`config.mk`:
```
export PLATFORM = sky130hd
export DESIGN_NAME = cdu_incr_sched
export DESIGN_NICKNAME = d
export VERILOG_FILES = /design/src/rtl/cdu_incr_sched.sv
export SDC_FILE = /design/constraint.sdc
export NUM_CORES = 1
export LEC_CHECK = 0
export CORE_MARGIN = 5
export CORE_UTILIZATION = 50
export DETAILED_ROUTE_END_ITERATION = 8
export GPL_ROUTABILITY_DRIVEN = 0
export PLACE_DENSITY_LB_ADDON = 0.15
export SLEW_MARGIN = 10
export SYNTH_ARGS = -nofsm -noshare
export SYNTH_HDL_FRONTEND = slang
export SYNTH_SLANG_ARGS = --single-unit
```
`constraint.sdc`:
```
create_clock -name clk -period 6.2 [get_ports clk]
set_input_delay 1.24 -clock clk [delete_from_list [all_inputs] [get_ports clk]]
set_output_delay 1.24 -clock clk [all_outputs]
set_load 0.02 [all_outputs]
```
`src/rtl/cdu_incr_sched.sv`:
```
// Round-robin scheduler that moves banked CDU +/- increment requests onto the shared
// AGC counter-increment interface, granting at most one increment per AGC slot strobe.
module cdu_incr_sched #(
    parameter int NCH   = 5,
    parameter int ACC_W = 4,
    parameter int CH_W  = 3
) (
    input  logic            clk,
    input  logic            rst,
    input  logic            slot_stb,
    input  logic [NCH-1:0]  up_req,
    input  logic [NCH-1:0]  dn_req,
    input  logic            zero_all,
    output logic            out_valid,
    output logic [CH_W-1:0] out_ch,
    output logic            out_dir,
    input  logic            out_ready,
    output logic [NCH-1:0]  pend_nz,
    output logic [NCH-1:0]  ovf,
    output logic            slot_miss,
    input  logic            stat_clr
);

    // state  | meaning
    // IDLE   | waiting for a live or deferred slot strobe
    // SELECT | round-robin scan for a channel with a nonzero pending count
    // OFFER  | increment presented to the AGC driver until accepted
    typedef enum logic [1:0] {IDLE, SELECT, OFFER} state_t;

    localparam int EXT_W = ACC_W + 2;
    localparam logic signed [EXT_W-1:0] ONE  = EXT_W'(1);
    localparam logic signed [EXT_W-1:0] LIM  = EXT_W'(2 ** (ACC_W - 1) - 1);
    localparam logic signed [EXT_W-1:0] NLIM = -LIM;

    state_t                    state;
    logic signed [ACC_W-1:0]   acc      [NCH];
    logic signed [ACC_W-1:0]   acc_next [NCH];
    logic [CH_W-1:0]           rr_ptr;
    logic                      slot_pend;

    logic                      commit;
    logic [NCH-1:0]            sat;
    logic [NCH-1:0]            nz_next;
    logic signed [EXT_W-1:0]   delta;
    logic signed [EXT_W-1:0]   sum;
    logic                      found;
    logic [CH_W-1:0]           sel;
    logic                      sel_dir;
    int                        idx;
    logic                      miss_set;

    always_comb begin
        commit   = out_valid && out_ready && !zero_all;
        sat      = '0;
        nz_next  = '0;
        acc_next = '{default: '0};
        delta    = '0;
        sum      = '0;
        for (int i = 0; i < NCH; i++) begin
            delta = '0;
            if (up_req[i]) delta = delta + ONE;
            if (dn_req[i]) delta = delta - ONE;
            // The commit is taken back even if the count has since drained or flipped sign.
            if (commit && out_ch == CH_W'(i)) delta = out_dir ? delta + ONE : delta - ONE;
            sum = EXT_W'(acc[i]) + delta;
            if (sum > LIM) begin
                acc_next[i] = ACC_W'(LIM);
                sat[i]      = 1'b1;
            end else if (sum < NLIM) begin
                acc_next[i] = ACC_W'(NLIM);
                sat[i]      = 1'b1;
            end else begin
                acc_next[i] = ACC_W'(sum);
            end
            nz_next[i] = (acc_next[i] != '0);
        end
    end

    always_comb begin
        found   = 1'b0;
        sel     = '0;
        idx     = 0;
        for (int k = 1; k <= NCH; k++) begin
            idx = (int'(rr_ptr) + k) % NCH;
            if (!found && acc[idx] != '0) begin
                found = 1'b1;
                sel   = CH_W'(idx);
            end
        end
        sel_dir  = acc[sel][ACC_W-1];
        miss_set = slot_stb && (state != IDLE) && slot_pend;
    end

    always_ff @(posedge clk) begin
        if (rst) begin
            state     <= IDLE;
            acc       <= '{default: '0};
            rr_ptr    <= CH_W'(NCH - 1);
            slot_pend <= 1'b0;
            out_valid <= 1'b0;
            out_ch    <= '0;
            out_dir   <= 1'b0;
            pend_nz   <= '0;
            ovf       <= '0;
            slot_miss <= 1'b0;
        end else if (zero_all) begin
            state     <= IDLE;
            acc       <= '{default: '0};
            slot_pend <= 1'b0;
            out_valid <= 1'b0;
            pend_nz   <= '0;
            if (stat_clr) begin
                ovf       <= '0;
                slot_miss <= 1'b0;
            end
        end else begin
            acc       <= acc_next;
            pend_nz   <= nz_next;
            ovf       <= stat_clr ? '0 : (ovf | sat);
            slot_miss <= stat_clr ? 1'b0 : (slot_miss | miss_set);
            if (slot_stb && state != IDLE && !slot_pend) slot_pend <= 1'b1;
            case (state)
                IDLE: begin
                    if (slot_stb || slot_pend) begin
                        state     <= SELECT;
                        slot_pend <= 1'b0;
                    end
                end
                SELECT: begin
                    if (found) begin
                        out_ch    <= sel;
                        out_dir   <= sel_dir;
                        rr_ptr    <= sel;
                        out_valid <= 1'b1;
                        state     <= OFFER;
                    end else begin
                        state <= IDLE;
                    end
                end
                OFFER: begin
                    if (out_ready) begin
                        out_valid <= 1'b0;
                        state     <= IDLE;
                    end
                end
                default: begin
                    out_valid <= 1'b0;
                    state     <= IDLE;
                end
            endcase
        end
    end

endmodule

```
==> results.py, run 1 <==
metrics = {
    "critical_path": {
        "cp_max_fo": 16,
        "worstRegToRegCells": 19,
        "cp-end-kind": "flip-flop",
        "reg2reg_from": "out_ch[0]$_SDFFE_PP0P_",
        "required_ns": 6.38,
        "crit_start": "out_ch[0]$_SDFFE_PP0P_",
        "crit_type": "flip-flop to flip-flop",
        "crit_end": "out_dir$_SDFFE_PP0P_",
        "arrival_ns": 5.50,
        "rr_endpoint": "out_dir$_SDFFE_PP0P_",
        "start_kind": "flip-flop",
        "r2r_slack_ns": 0.88,
    },
    "floorplan": {
        "die_y_um": 112.8,
        "die_w_um": 112.8,
        "io_pins": 32,
        "start_util_pct": 51.18,
        "row_count": 37,
        "die_area_um2": 12720,
        "core-area_um2": 10320,
    },
    "cells_and_area": {
        "finish.utilization_pct": 56.03,
        "nNetsFinal": 780,
        "num_antenna_cells": 0,
        "finalNonFillerCells": 830,
        "drive_above_1_share_pct": 6.628,
        "fillCellCount": 964,
        "syn_to_final_growth_pct": 9.472,
    },
    "synth": {
        "synth_top_area_share_pct": 15.16,
        "ys_seq_area_share_pct": 15.16,
        "async_flop_share_pct": 0,
        "synthFlopType": "dfxtp_1",
        "syn_inst": 678,
        "synth.area.top_cells": "dfxtp_1 (15%), ha_1 (13%), fa_1 (6.8%), a21oi_1 (5.8%), xnor2_1 (5.0%)",
        "synth-seq-cells": 40,
        "synth_area_leader_cell": "dfxtp_1",
        "ys_types": 80,
        "avgSynthCellArea_um2": 7.793,
        "yosysWarnings": 0,
        "synth_nets": 765,
        "syn-cell-area_um2": 5284,
        "synth-edff-count": 0,
    },
    "placement": {
        "hpwl_mm": 10.72,
        "dp_cells": 822,
        "port-buffer-count": 31,
    },
    "timing": {
        "worst_pin_slew_ns": 1.161,
        "fmax_mhz": 188.1,
        "timing.final.crit_share_pct": 85.77,
        "fin_skew_ns": 0.003855,
        "setup_tns_ns": 0,
        "final.min_clock_period_ns": 5.318,
        "finalSetupViolCount": 0,
        "rsz0062_at_grt": "no",
        "slew_viol_final": 0,
        "final-hold-violation-count": 0,
        "relSlewSlack_pct": 22.48,
    },
    "routing": {
        "drt_iter0_drc": 280,
        "ant_nets": 0,
        "drtPass1Iterations": 5,
        "via_per_inst": 5.999,
        "vias": 4979,
        "route.detailed.drc": 0,
        "drt_wl_total_mm": 13.57,
        "wl_per_cell_um": 16.35,
    },
    "power": {
        "pwr-share-seq_pct": 26.8,
        "ir_worst_vdd_uv": 160.2,
        "p_leak_nw": 2.493,
        "powerDensity_nw_per_um2": 189.6,
        "pwr-share-clk_pct": 19.2,
        "power_frac_comb_pct": 54.0,
        "swShare_pct": 42.54,
        "internal_power_mw": 0.6301,
        "p_sw_mw": 0.4665,
    },
    "global_routing": {
        "first_global_vias": 4749,
        "grt_max_degree": 40,
        "antenna_found_initial": 0,
        "grt_use_total_pct": 20.98,
        "grt_overflow": 0,
        "grt_pass1_wl_mm": 22.36,
    },
    "clock_network": {
        "htreeDepth": 2,
        "ctsHoldBuffers": 0,
        "postCtsSetupRepairBufs": 0,
        "clkLatencyLatePin_ns": 0.29,
        "numCtsBuffers": 5,
        "cts.clk_slew.worst_paths_ns": 0.08,
        "cts_buffer_depth": 2,
        "cts_tree": "built",
        "cts-root-buf": "clkbuf_8",
        "post_cts_resized": 0,
        "clock-sinks": 40,
    },
    "min_path": {
        "hold-path-cell-count": 2,
        "min_path_type": "flip-flop to flip-flop",
    },
    "run": {
        "cap_violations": 0,
    },
    "outcome": {
        "status": "finished, final reports clean",
    },
}
-- sequential cells by signal (all words and copies together), names as in the netlist --
name,flops
slot_pend,1
pend_nz,5
acc,20
state,2
ovf,5
rr_ptr,1
out_valid,1
out_ch,3
slot_miss,1
out_dir,1
-- power by group through the flow --
stage          combinational, mW  sequential [mW]  clock (mW)
2_1_floorplan              0.440            0.302           0
5_1_grt                    0.653            0.297       0.229
4_1_cts                    0.586            0.294       0.216
3_5_place_dp               0.582            0.300           0
3_3_place_gp               0.569            0.300           0
6_report                   0.592            0.294       0.211
-- worst min-delay path by stage --
stage	slack (ns)	from	to
after detailed placement	0.50	ovf[1]$_SDFFE_PP0P_	ovf[1]$_SDFFE_PP0P_
after global placement	0.50	ovf[2]$_SDFFE_PP0P_	ovf[2]$_SDFFE_PP0P_
after CTS	0.52	ovf[1]$_SDFFE_PP0P_	ovf[1]$_SDFFE_PP0P_
after floorplan	0.48	state[1]$_SDFFE_PP0P_	state[0]$_SDFFE_PP0P_
final	0.52	ovf[4]$_SDFFE_PP0P_	ovf[4]$_SDFFE_PP0P_
after global routing	0.54	ovf[2]$_SDFFE_PP0P_	ovf[2]$_SDFFE_PP0P_
-- cell usage after synthesis (all sizes together), types with 6 or more instances --
cell type   n
a211o       6
a211oi      7
a21o       14
a21oi      63
and2        8
buf        16
clkbuf     14
dfxtp      40
fa         18
ha         53
inv        64
mux2       10
mux2i       9
nand2      49
nand2b      8
nand3      21
nand4       8
nor2       61
nor3       30
o211ai     10
o21ai      24
o21bai     10
o311ai      6
or3         8
xnor2      31
-- critical path, cell delays in order (launching register included) --
cell and delay (ns):
dfxtp_1 0.31, ha_1 0.18, buf_4 0.19, xnor2_1 0.50, inv_1 0.17, ha_1 0.28
nor3_1 0.34, o22ai_1 0.22, xnor2_1 0.44, ha_1 0.30, nor2b_1 0.23, or3_1 0.17
o211ai_1 0.18, a221oi_1 0.32, o211ai_1 0.26, a211oi_1 0.36, o311ai_0 0.20, a311oi_1 0.31
o2bb2ai_1 0.16, a21oi_1 0.08
-- logic make-up after synthesis --
| group | share of synthesized area [%] |
|---|---|
| AOI/OAI and AO/OA | 24.46 |
| DFF | 15.16 |
| adders and majority gates | 19.37 |
| buffers and inverters | 7.625 |
| and+or+nand+nor | 21.76 |
| xor gates and xnor gates | 6.938 |
| muxes | 4.689 |
-- placed cells by master, fill, tap and decap left out, types with 14 or more instances in the layout --
cell / n
clkdlybuf4s50_1: 31
ha_1: 53
nand2_1: 49
dfxtp_1: 40
nand3_1: 21
nor2_1: 61
o21ai_0: 23
a21oi_1: 61
a21o_1: 14
fa_1: 18
nor3_1: 29
inv_1: 61
xnor2_1: 30
-- metrics by stage --
| stage | cell area (µm²) | setup slack [ns] | hold WS (ns) | total power [mW] |
|---|---|---|---|---|
| 2_1_floorplan | 5284 | 1.199 | 0.4769 | 0.7419 |
| 3_3_place_gp | 5677 | 1.226 | 0.5014 | 0.8682 |
| 3_5_place_dp | 5677 | 1.016 | 0.5003 | 0.8818 |
| 4_1_cts | 5784 | 0.9851 | 0.5200 | 1.096 |
| 5_1_grt | 5784 | 0.3397 | 0.5432 | 1.179 |
| 6_report | 5784 | 0.8825 | 0.5167 | 1.097 |
-- final cells by class --
| type | count | area (µm²) | share of cell area, % |
|---|---|---|---|
| timing repair buffer | 38 | 362.8 | 6.273 |
| inverter | 65 | 244.0 | 4.218 |
| clock inverter | 2 | 35.03 | 0.6057 |
| multi-input combinational | 543 | 4099 | 70.86 |
| sequential | 40 | 800.8 | 13.84 |
| clock buffer | 6 | 72.57 | 1.255 |
| tap | 136 | 170.2 | 2.942 |
-- routing by layer --
| metal | GRT usage, % | share of wire (%) |
|---|---|---|
| met1 | 27.11 | 45 |
| met2 | 36.53 | 48 |
| met3 | 2.353 | 4.7 |
| met4 | 6.731 | 2.4 |
| met5 | 0 | 0 |
(Power assumes the default switching activity.)
==> run 2: changes to the inputs <==
SKIP_LAST_GASP = 1   (was not set)
clock period = 6.3 ns   (was 6.2 ns; I/O delays follow)
==> run 2 against run 1 <==
  * Sequential share of layout area is essentially flat
  * Setup slack gained 0.23 ns
  * Register-to-register slack gained 0.23 ns
  * Wire length grew 0.53%
  * Clock power shrank 15%
  * Via count grew 0.48%
  * Global-route usage grew 0.27 points
  * Core utilization shrank 0.13 points
==> results.py, run 2 (same netlist as run 1, synthesis figures left out) <==
metrics = {
    "timing": {
        "final.min_clock_period_ns": 5.189,
        "worst_pin_slew_ns": 1.137,
        "fin_ws_ns": 1.111,
        "rsz0062_at_grt": "no",
        "slew_viol_final": 0,
        "fmax_mhz": 192.7,
        "relSlewSlack_pct": 24.06,
        "finalSetupViolCount": 0,
        "hold-worst-slack_ns": 0.5087,
        "setup_tns_ns": 0,
        "final-hold-violation-count": 0,
        "fin_skew_ns": 0.01174,
        "timing.final.crit_share_pct": 82.37,
    },
    "routing": {
        "drtPass1Iterations": 5,
        "ant_nets": 0,
        "via_per_inst": 6.028,
        "route.detailed.drc": 0,
        "wl_per_cell_um": 16.44,
        "vias": 5003,
        "drt_iter0_drc": 383,
        "drt_wl_total_mm": 13.65,
    },
    "floorplan": {
        "io_pins": 32,
        "start_util_pct": 51.18,
        "core-area_um2": 10320,
        "die_area_um2": 12720,
        "die_y_um": 112.8,
        "die_w_um": 112.8,
        "row_count": 37,
    },
    "cells_and_area": {
        "multi_input_area_um2": 4099,
        "num_antenna_cells": 0,
        "largest_reg_flops": 20,
        "reg.largest.list": "acc x20, ovf x5, pend_nz x5",
        "fillCellCount": 989,
        "nNetsFinal": 780,
        "largest-register": "acc",
        "drive_above_1_share_pct": 6.628,
        "seq_area_um2": 800.8,
        "syn_to_final_growth_pct": 9.211,
        "mostFrequentLayoutCells": "inv_1 (61), a21oi_1 (61), nor2_1 (61)",
    },
    "clock_network": {
        "clkLatencyLatePin_ns": 0.30,
        "post_cts_resized": 0,
        "cts.clk_slew.worst_paths_ns": 0.08,
        "cts_buffer_depth": 2,
        "cts_tree": "built",
        "ctsHoldBuffers": 0,
        "postCtsSetupRepairBufs": 0,
        "numCtsBuffers": 5,
        "htreeDepth": 2,
        "cts-root-buf": "clkbuf_8",
        "clock-sinks": 40,
    },
    "placement": {
        "hpwl_mm": 10.85,
        "port-buffer-count": 31,
        "pre_cts_ws_ns": 1.198,
    },
    "global_routing": {
        "grt_max_degree": 30,
        "first_global_vias": 4847,
        "grt_use_total_pct": 21.25,
        "grt_pass1_wl_mm": 22.79,
        "grt_overflow": 0,
        "antenna_found_initial": 0,
    },
    "power": {
        "p_leak_nw": 2.482,
        "p_total_mw": 1.051,
        "ir_worst_vdd_uv": 153.7,
        "powerDensity_nw_per_um2": 182.1,
    },
    "critical_path": {
        "crit_type": "flip-flop to flip-flop",
        "rr_endpoint": "out_dir$_SDFFE_PP0P_",
        "arrival_ns": 5.41,
        "crit_start": "out_ch[0]$_SDFFE_PP0P_",
        "crit_end": "out_dir$_SDFFE_PP0P_",
        "reg2reg_from": "out_ch[0]$_SDFFE_PP0P_",
        "start_kind": "flip-flop",
        "worstRegToRegCells": 18,
        "required_ns": 6.52,
        "cp_max_fo": 12,
        "cp-end-kind": "flip-flop",
        "r2r_slack_ns": 1.11,
    },
    "outcome": {
        "status": "finished, final reports clean",
    },
    "run": {
        "cap_violations": 0,
    },
    "min_path": {
        "hold-path-cell-count": 2,
        "min_path_type": "flip-flop to flip-flop",
    },
}
==> run 2: cell types whose count changed in the layout (fill, tap and decap cells not counted), sizes merged <==
cell,previous run,this run
clkinvlp,0,1
clkbuf,6,7
clkinv,2,1
bufinv,1,0
==> run 2: worst min-delay path by stage <==
stage / start / to
finish: slot_miss$_SDFFE_PP0P_ / slot_miss$_SDFFE_PP0P_
global route: ovf[2]$_SDFFE_PP0P_ / ovf[2]$_SDFFE_PP0P_
floorplan: state[1]$_SDFFE_PP0P_ / state[0]$_SDFFE_PP0P_
global placement: ovf[3]$_SDFFE_PP0P_ / ovf[3]$_SDFFE_PP0P_
detailed placement: ovf[1]$_SDFFE_PP0P_ / ovf[1]$_SDFFE_PP0P_
CTS: slot_miss$_SDFFE_PP0P_ / slot_miss$_SDFFE_PP0P_
==> run 2: area by class of cell <==
type                    instances  area share (%)
clock buffers                   7           1.496
clock inverters                 1          0.1301
inverters                      65           4.228
multi-input cells             543           71.03
flip-flops and latches         40           13.88
well taps                     136           2.949
repair buffers                 38           6.288
==> run 2: routing by layer <==
layer	wire length (µm)	track usage (%)
met1	6326	27.71
met2	6662	37.72
met3	515	2.086
met4	142	5.208
met5	0	0
==> run 2: worst max-delay path, cell delays in order, from the launching register on <==
cell      delay [ns]
dfxtp_1         0.45
ha_1            0.29
xnor2_1         0.43
inv_1           0.16
ha_1            0.28
nor3_1          0.27
o22ai_1         0.21
xnor2_1         0.47
ha_1            0.31
nor2b_1         0.19
or3_1           0.16
o211a_1         0.23
nand2_1         0.07
o211ai_1        0.41
nand2_1         0.18
o311ai_4        0.43
nor2_1          0.08
a311o_1         0.35
a21oi_1         0.13
==> run 2: power breakdown <==
part | leakage, nW | internal, mW | total, mW | switching, mW
clock | 0.0445 | 0.0891 | 0.180 | 0.0910
sequential | 0.328 | 0.271 | 0.290 | 0.0195
combinational | 2.11 | 0.232 | 0.580 | 0.349
total | 2.48 | 0.592 | 1.05 | 0.459
==> run 2: per-stage QoR <==
stage	util, %	instances	area [µm²]
2_1_floorplan	-	678	5284
6_report	55.90	830	5771
3_3_place_gp	54.99	822	5677
5_1_grt	55.90	830	5771
3_5_place_dp	54.99	822	5677
4_1_cts	55.90	830	5771
